File: config.mk
export PLATFORM = sky130hd
export DESIGN_NAME = pac_anim_ctrl
export DESIGN_NICKNAME = d
export VERILOG_FILES = /design/src/rtl/pac_pkg.sv /design/src/rtl/pac_anim_phase.sv /design/src/rtl/pac_anim_ctrl.sv
export SDC_FILE = /design/constraint.sdc
export NUM_CORES = 1
export LEC_CHECK = 0
export ABC_AREA = 1
export CORE_MARGIN = 4
export CORE_UTILIZATION = 30
export DETAILED_ROUTE_END_ITERATION = 6
export GPL_TIMING_DRIVEN = 1
export PLACE_DENSITY = 0.54
export SYNTH_ARGS = -nofsm -noshare
export SYNTH_HDL_FRONTEND = slang
export SYNTH_SLANG_ARGS = --single-unit
export TNS_END_PERCENT = 50
File: constraint.sdc
create_clock -name CLK -period 4.4 [get_ports CLK]
set_input_delay 0.88 -clock CLK [delete_from_list [all_inputs] [get_ports CLK]]
set_output_delay 0.88 -clock CLK [all_outputs]
set_load 0.02 [all_outputs]
File: src/rtl/pac_pkg.sv
// Shared definitions for the Pacman sprite animation controller.
package pac_pkg;

    // Sprite edge in pixels; the address pipeline is built for 16x16 only.
    localparam int SPRITE_SIZE = 16;

    // Facing direction encoding carried on DIR.
    localparam logic [1:0] DIR_RIGHT = 2'd0;
    localparam logic [1:0] DIR_LEFT  = 2'd1;
    localparam logic [1:0] DIR_UP    = 2'd2;
    localparam logic [1:0] DIR_DOWN  = 2'd3;

    // 4:4:4 RGB colour word.
    typedef logic [11:0] color_t;

    // Animation phase, 0..3, selects one of four sprite ROM frames.
    typedef logic [1:0] phase_t;

    // ROM colour meaning "no sprite pixel here".
    localparam color_t COLOR_TRANSPARENT = 12'h000;

endpackage

File: src/rtl/pac_anim_phase.sv
// Animation phase generator: divides moving frame strobes down to
// phase steps and cycles the phase 0->1->2->3->0.
module pac_anim_phase
    import pac_pkg::*;
#(
    parameter int FRAMES_PER_STEP = 4
) (
    input  logic   i_clk,
    input  logic   i_rst,
    input  logic   i_strobe,
    input  logic   i_moving,
    output phase_t o_phase
);

    localparam logic [3:0] LAST_COUNT = 4'(FRAMES_PER_STEP - 1);

    logic [3:0] r_strobe_cnt;
    phase_t     r_phase;

    // Count strobes only while moving; the last strobe of a step advances the phase.
    always_ff @(posedge i_clk) begin
        if (i_rst) begin
            r_strobe_cnt <= 4'd0;
            r_phase      <= 2'd0;
        end else if (i_strobe && i_moving) begin
            if (r_strobe_cnt == LAST_COUNT) begin
                r_strobe_cnt <= 4'd0;
                r_phase      <= r_phase + 2'd1;
            end else begin
                r_strobe_cnt <= r_strobe_cnt + 4'd1;
            end
        end
    end

    assign o_phase = r_phase;

endmodule

File: src/rtl/pac_anim_ctrl.sv
// Pacman sprite controller: latches position/direction once per frame,
// maps the raster pixel into rotated/mirrored sprite ROM indices (stage 1)
// and registers the ROM colour into a hit/colour output (stage 2).
module pac_anim_ctrl #(
    parameter int FRAMES_PER_STEP = 4,
    parameter int SPRITE_SIZE     = 16
) (
    input  logic        CLK,
    input  logic        RST,
    input  logic        FRAME_STROBE,
    input  logic        MOVING,
    input  logic [1:0]  DIR,
    input  logic [9:0]  PAC_X,
    input  logic [9:0]  PAC_Y,
    input  logic [9:0]  PIX_X,
    input  logic [9:0]  PIX_Y,
    input  logic        PIX_VALID,
    input  logic [11:0] SPRITE_RGB,
    output logic [3:0]  X_INDEX,
    output logic [3:0]  Y_INDEX,
    output logic [2:0]  FRAME_SELECT,
    output logic [11:0] PAC_RGB,
    output logic        PAC_HIT
);

    localparam logic [10:0] EDGE_LEN = 11'(SPRITE_SIZE);
    localparam logic [3:0]  LAST_IDX = 4'(SPRITE_SIZE - 1);

    // Shadow copies: only these are used by the pixel pipeline.
    logic [1:0]  r_dir_s;
    logic [9:0]  r_pac_x_s;
    logic [9:0]  r_pac_y_s;

    logic [3:0]  r_x_idx;
    logic [3:0]  r_y_idx;
    logic        r_in_win;
    pac_pkg::color_t r_pac_rgb;
    logic        r_pac_hit;

    pac_pkg::phase_t w_phase;
    logic [10:0] w_r;
    logic [10:0] w_c;
    logic        w_in_win;
    logic [3:0]  w_x_idx;
    logic [3:0]  w_y_idx;
    logic        w_hit_next;

    pac_anim_phase #(
        .FRAMES_PER_STEP (FRAMES_PER_STEP)
    ) u_phase (
        .i_clk    (CLK),
        .i_rst    (RST),
        .i_strobe (FRAME_STROBE),
        .i_moving (MOVING),
        .o_phase  (w_phase)
    );

    // Capture direction and position at vertical blank so nothing moves mid-frame.
    always_ff @(posedge CLK) begin
        if (RST) begin
            r_dir_s   <= pac_pkg::DIR_RIGHT;
            r_pac_x_s <= 10'd0;
            r_pac_y_s <= 10'd0;
        end else if (FRAME_STROBE) begin
            r_dir_s   <= DIR;
            r_pac_x_s <= PAC_X;
            r_pac_y_s <= PAC_Y;
        end
    end

    // 11-bit offsets: a pixel left of/above the sprite gives a large unsigned
    // value, so a single unsigned compare rejects both sides without wrap.
    assign w_r      = {1'b0, PIX_Y} - {1'b0, r_pac_y_s};
    assign w_c      = {1'b0, PIX_X} - {1'b0, r_pac_x_s};
    assign w_in_win = PIX_VALID && (w_r < EDGE_LEN) && (w_c < EDGE_LEN);

    // Rotate/mirror the in-sprite offset into ROM row/column per direction.
    always_comb begin
        w_x_idx = 4'd0;
        w_y_idx = 4'd0;
        if (w_in_win) begin
            case (r_dir_s)
                pac_pkg::DIR_RIGHT: begin w_x_idx = w_r[3:0]; w_y_idx = w_c[3:0];            end
                pac_pkg::DIR_LEFT:  begin w_x_idx = w_r[3:0]; w_y_idx = LAST_IDX - w_c[3:0]; end
                pac_pkg::DIR_UP:    begin w_x_idx = w_c[3:0]; w_y_idx = LAST_IDX - w_r[3:0]; end
                default:            begin w_x_idx = w_c[3:0]; w_y_idx = w_r[3:0];            end
            endcase
        end
    end

    // Stage 1: register ROM address and the window flag.
    always_ff @(posedge CLK) begin
        if (RST) begin
            r_x_idx  <= 4'd0;
            r_y_idx  <= 4'd0;
            r_in_win <= 1'b0;
        end else begin
            r_x_idx  <= w_x_idx;
            r_y_idx  <= w_y_idx;
            r_in_win <= w_in_win;
        end
    end

    assign w_hit_next = r_in_win && (SPRITE_RGB != pac_pkg::COLOR_TRANSPARENT);

    // Stage 2: register ROM colour; colour is forced transparent on a miss.
    always_ff @(posedge CLK) begin
        if (RST) begin
            r_pac_hit <= 1'b0;
            r_pac_rgb <= pac_pkg::COLOR_TRANSPARENT;
        end else begin
            r_pac_hit <= w_hit_next;
            r_pac_rgb <= w_hit_next ? SPRITE_RGB : pac_pkg::COLOR_TRANSPARENT;
        end
    end

    assign X_INDEX      = r_x_idx;
    assign Y_INDEX      = r_y_idx;
    assign FRAME_SELECT = {1'b0, w_phase};
    assign PAC_RGB      = r_pac_rgb;
    assign PAC_HIT      = r_pac_hit;

endmodule

; Word level (Yosys, flattened, before mapping)
; Cells that the tools add are included.
; W data, S select, Z words.
[totals]
ff_bits = 50
latchBits = 0
ramBits = 0
rom_bits = 0
in_bits = 59
output_inout_bits = 24
n_memories = 0
[op_classes]
add_sub_neg = 6
multipliers = 0
n_div = 0
order_cmp = 2
eq_ne = 3
shifts = 0
mux = 3
bitwise = 2
reduce_logical = 10
[ops]
columns = cell, n
row1 = $lt A11 B5 Y1 const B, 2
row2 = $sub A10 B10 Y11, 2
row3 = $pmux W4 S3, 1
row4 = $reduce_bool A12 Y1, 1
row5 = $mux W4, 2
row6 = $sub A4 B4 Y4 const A, 2
row7 = $reduce_or A2 Y1, 3
row8 = $add A4 B1 Y4 const B, 1
row9 = $eq A4 B2 Y1 const B, 1
row10 = $logic_and A1 B1 Y1, 4
row11 = $add A2 B1 Y2 const B, 1
row12 = $eq A2 B1 Y1 const B, 1
row13 = $eq A2 B2 Y1 const B, 1
row14 = $logic_not A2 Y1, 1
row15 = $not A1 Y1, 2
row16 = $reduce_and A2 Y1, 1

; Depth between registers and ports, before layout
[depth]
ltp_word = 6
depth_mapped = 15
mapped_depth_nobuf = 15

; Cells and area by module
; From an unflattened synthesis, not the netlist that was laid out.
[hier_totals]
hier_cells = 465
hier_area_um2 = 3133.0
[modules_own_cells]
columns = module, n_inst, cells_per_inst, area_each_um2, seq_area_each_um2
row1 = pac_anim_ctrl, 1, 418, 2815.2, 880.8
row2 = pac_anim_phase, 1, 47, 317.8, 120.1

; Worst setup path after synthesis
; No wires, ideal clock.
[synth_timing]
kind = in2reg
startpoint = in PIX_Y[0]
endpoint = reg r_x_idx[0] (netlist: X_INDEX[0])
arrival_ps = 2389
required_time_ps = 4335
slack_ps = 1946
stages = 14
n_path_buf = 0
path_cell_list = inv_1 ha_1 fa_1 inv_1 nand2_1 nand2_1 nand3_1 nand3_1 nand2_1 nor2_1 nand2_1 nor2_2 nand3_4 nor2_1
[synth_via]
elab_chain_cells = 6
[synth_lines]
columns = item, line
row1 = "start, declared", pac_anim_ctrl.sv:16  ; input logic [9:0] PIX_Y,
row2 = $sub A10 B10 Y11 *, pac_anim_ctrl.sv:73  ; assign w_r = {1'b0, PIX_Y} - {1'b0, r_pac_y_s};
row3 = $lt A11 B5 Y1, pac_anim_ctrl.sv:75  ; assign w_in_win = PIX_VALID && (w_r < EDGE_LEN) && (w_c < EDGE_LEN);
row4 = $logic_and A1 B1 Y1 (2 in series), pac_anim_ctrl.sv:75
row5 = $not A1 Y1 (no source line), --
row6 = $reduce_or A2 Y1 (no source line), --
row7 = "end signal, assigned", pac_anim_ctrl.sv:98  ; r_x_idx <= w_x_idx;
row8 = "end, declared", pac_anim_ctrl.sv:34  ; logic [3:0] r_x_idx;
; Every way passes the cells marked *; elsewhere a longest branch is shown, timed or not.
; A chain may end at the register's enable or synchronous reset.

; Final worst setup path
; Same ends and word-level chain as after synthesis.

==> out/metrics.cfg <==
[clock_network]
postCtsHoldBufs = 0
cts_resized = 0
cts_max_path_buffers = 2
post_cts_buffers = 0
cts_tree = done
root_buffer = clkbuf_8
clk_pin_slew_worst_paths_ns = 0.10
clock_sinks = 50
cts_made_buffers = 5
clk_latency_ns = 0.31
htreeDepth = 2

[sta]
slew_headroom_pct = 26.9
period_minus_slack_ns = 2.81
finClkSkew_ns = 0.0127
clock.fmax_ghz = 0.355
final.setup.tns_ns = 0
finalHoldViolations = 0
rsz0062_at_grt = no
drv_slew = 0
fin_crit_sh_pct = 64.0
worstMarginPinSlew_ns = 1.10
finalSetupViolations = 0

[power_and_ir_drop]
ir_drop_mv = 0.126
seq_power_share_pct = 42.8
p_leak_nw = 1.91
switching_share_pct = 30.4
power_frac_clock_pct = 30.4
p_per_area_nw_per_um2 = 281
switching_power_mw = 0.337
p_int_mw = 0.772
p_comb_share_pct = 26.8

[die]
die_w_um = 106
rows = 35
io_pins = 83
die_h_um = 106
core_area_um2 = 9330
dieArea_um2 = 11300
start_util_pct = 31.1

[grt]
antenna_found_initial = 0
grtUsageTotal_pct = 12.4
grt_pass1_wl_um = 11500
use_met3_pct = 2.79
grt_pass1_vias = 2596
grt_use_met1_pct = 16.5
busiest_layer = met2
grt-ovfl-total = 0
grt_util_met2_pct = 20.2
grt_max_degree = 43

[drt]
drt_iter0_drc = 88
drt_wl_total_um = 7010
drt_pass1_iterations = 4
vias = 2729
antenna_left = 0
wire_per_inst_um = 10.9
drc = 0
avgViaCountPerCell = 4.24

[placed_design]
gp_congestion = 0.845
dpl.hpwl_um = 5550
placed_area_um2 = 3830
port_buffers = 81

[setup_path]
critical_path.top_delay_family = simple AND/OR/NAND/NOR gates
cp_data_required_time_ns = 4.64
cp_slowest_stage_delay_ns = 0.46
crit_fanout = 9
slowest_stage = clkdlybuf4s50_1
critPathArrivalTime_ns = 3.05
critPathMostFrequentCell = nand2_1
cp_cell_sequence = clkdlybuf4s50_1 -> inv_1 -> ha_1 -> fa_1 -> inv_1 -> nand2_1 -> nand2_1 -> nand3_1 -> nand3_1 -> nand2_1 -> nor2_1 -> nand2_1 -> nor2_2 -> nand3_4 -> nor2_1
startpoint = PIX_Y[0]
critPathBufInv = 3
start_kind = input port
end_kind = register
critical_path_class = input port to register
reg2reg_from = r_pac_y_s[0]

[yosys]
synth.avg_cell_area_um2 = 6.67
synth.top_cell.area_share_pct = 34.5
yosys_warnings = 0
synth_area_leaders = dfxtp_1, nand2_1, inv_1
yosysSeqAreaShare_pct = 34.5
synth_nets = 517
synth_area_um2 = 2900
synthCells = 435
synth-seq-cells = 50
yosys.area.top_type = dfxtp_1
synth_cell_types = 32

[outcome]
outcome = complete, no violations

[job]
cap_violations = 0

[final_layout]
antenna_cells = 0
drive_above_1_share_pct = 3.50
nets = 596
final_cell_area_um2 = 3950
area_growth_pct = 36.1

[min_path]
hold_class = register to register
min-delay-start = r_pac_x_s[8]

[per-stage QoR]
step,cells,worst slack [ns],utilization (%),hold WS [ns],total power [mW]
floorplan,435,1.95,-,0.437,0.684
global placement,636,1.32,41.1,0.447,0.780
detailed placement,636,1.24,41.1,0.454,0.782
CTS,644,1.57,42.3,0.470,1.13
global route,644,1.33,42.3,0.485,1.19
finish,644,1.59,42.3,0.465,1.11
[sequential cells by signal, indices dropped and copies added (netlist names)]
signal / cells
Y_INDEX: 4
r_pac_x_s: 10
PAC_HIT: 1
r_in_win: 1
PAC_RGB: 12
u_phase.o_phase: 2
r_pac_y_s: 10
u_phase.r_strobe_cnt: 4
X_INDEX: 4
r_dir_s: 2
[layer usage]
| metal | share of wire (%) | up-vias |
|---|---|---|
| met3 | 4.8 | 7 |
| met5 | 0 | - |
| met1 | 48 | 1169 |
| met4 | 1.1 | 0 |
| met2 | 46 | 52 |
| li1 | - | 1501 |
[placed cells by master (no fill, tap or decap), types with 2 or more instances in the layout]
cell / n
a21oi_1: 31
clkbuf_8: 5
clkdlybuf4s50_1: 81
dfxtp_1: 50
fa_1: 2
ha_1: 21
inv_1: 82
nand2_1: 106
nand2_2: 3
nand3_1: 17
nand3b_1: 2
nand4_1: 8
nor2_1: 51
nor2_2: 2
nor3_1: 2
o21ai_0: 27
xor2_1: 8
[Yosys cell counts (all sizes together)]
cell	n
or2	2
nand3	19
nand3b	2
xor2	8
conb	1
a31oi	1
nor3	2
a21oi	31
ha	21
o21a	1
fa	2
inv	83
o21ai	27
dfxtp	50
nor3b	1
nand2	109
clkbuf	5
xnor2	1
o21bai	1
nand4	8
nor2	53
buf	4
o31a	1
clkinv	1
mux2i	1
[cells by family (layout without fill, tap and decap cells)]
logic type / count (synthesis) / in the layout / share of synthesized area, %
AOI/OAI and AO/OA: 62 / 62 / 11.0
xor gates and xnor gates: 9 / 9 / 2.72
adders and majority gates: 23 / 23 / 10.4
buffers and inverters: 93 / 173 / 12.2
DFF: 50 / 50 / 34.5
muxes: 1 / 1 / 0.345
other: 1 / 1 / 0.129
and+or+nand+nor: 196 / 196 / 28.6
[worst register-to-register path, delay by kind of cell (launching register included)]
kind / cells / cell delay (ns)
simple gates: 10 / 1.00
fa+ha+maj: 2 / 0.59
flops: 1 / 0.35
buf+inv: 1 / 0.07
[final timing paths]
path / to / slack [ns] / depth (start not counted)
max: X_INDEX[0] / 1.59 / 15
max reg2reg: X_INDEX[0] / 2.32 / 13
min reg2reg: r_pac_x_s[8] / 0.46 / 2
min: r_pac_x_s[8] / 0.46 / 2
[cell type report]
cell class                 count  area (µm²)
tap                          129         161
multi-input combinational    292        1550
sequential                    50        1000
clock buffer                   5        68.8
clock inverter                 3        43.8
inverter                      84         315
timing repair buffer          81         811
fill                        1008        5380
[power by group through the flow]
| stage | clock network [mW] | registers, mW | logic [mW] |
|---|---|---|---|
| finish | 0.338 | 0.475 | 0.297 |
| global route | 0.370 | 0.477 | 0.345 |
| CTS | 0.353 | 0.475 | 0.299 |
| detailed placement | 0 | 0.485 | 0.297 |
| global placement | 0 | 0.485 | 0.295 |
| floorplan | 0 | 0.483 | 0.202 |
(Power assumes the default switching activity.)
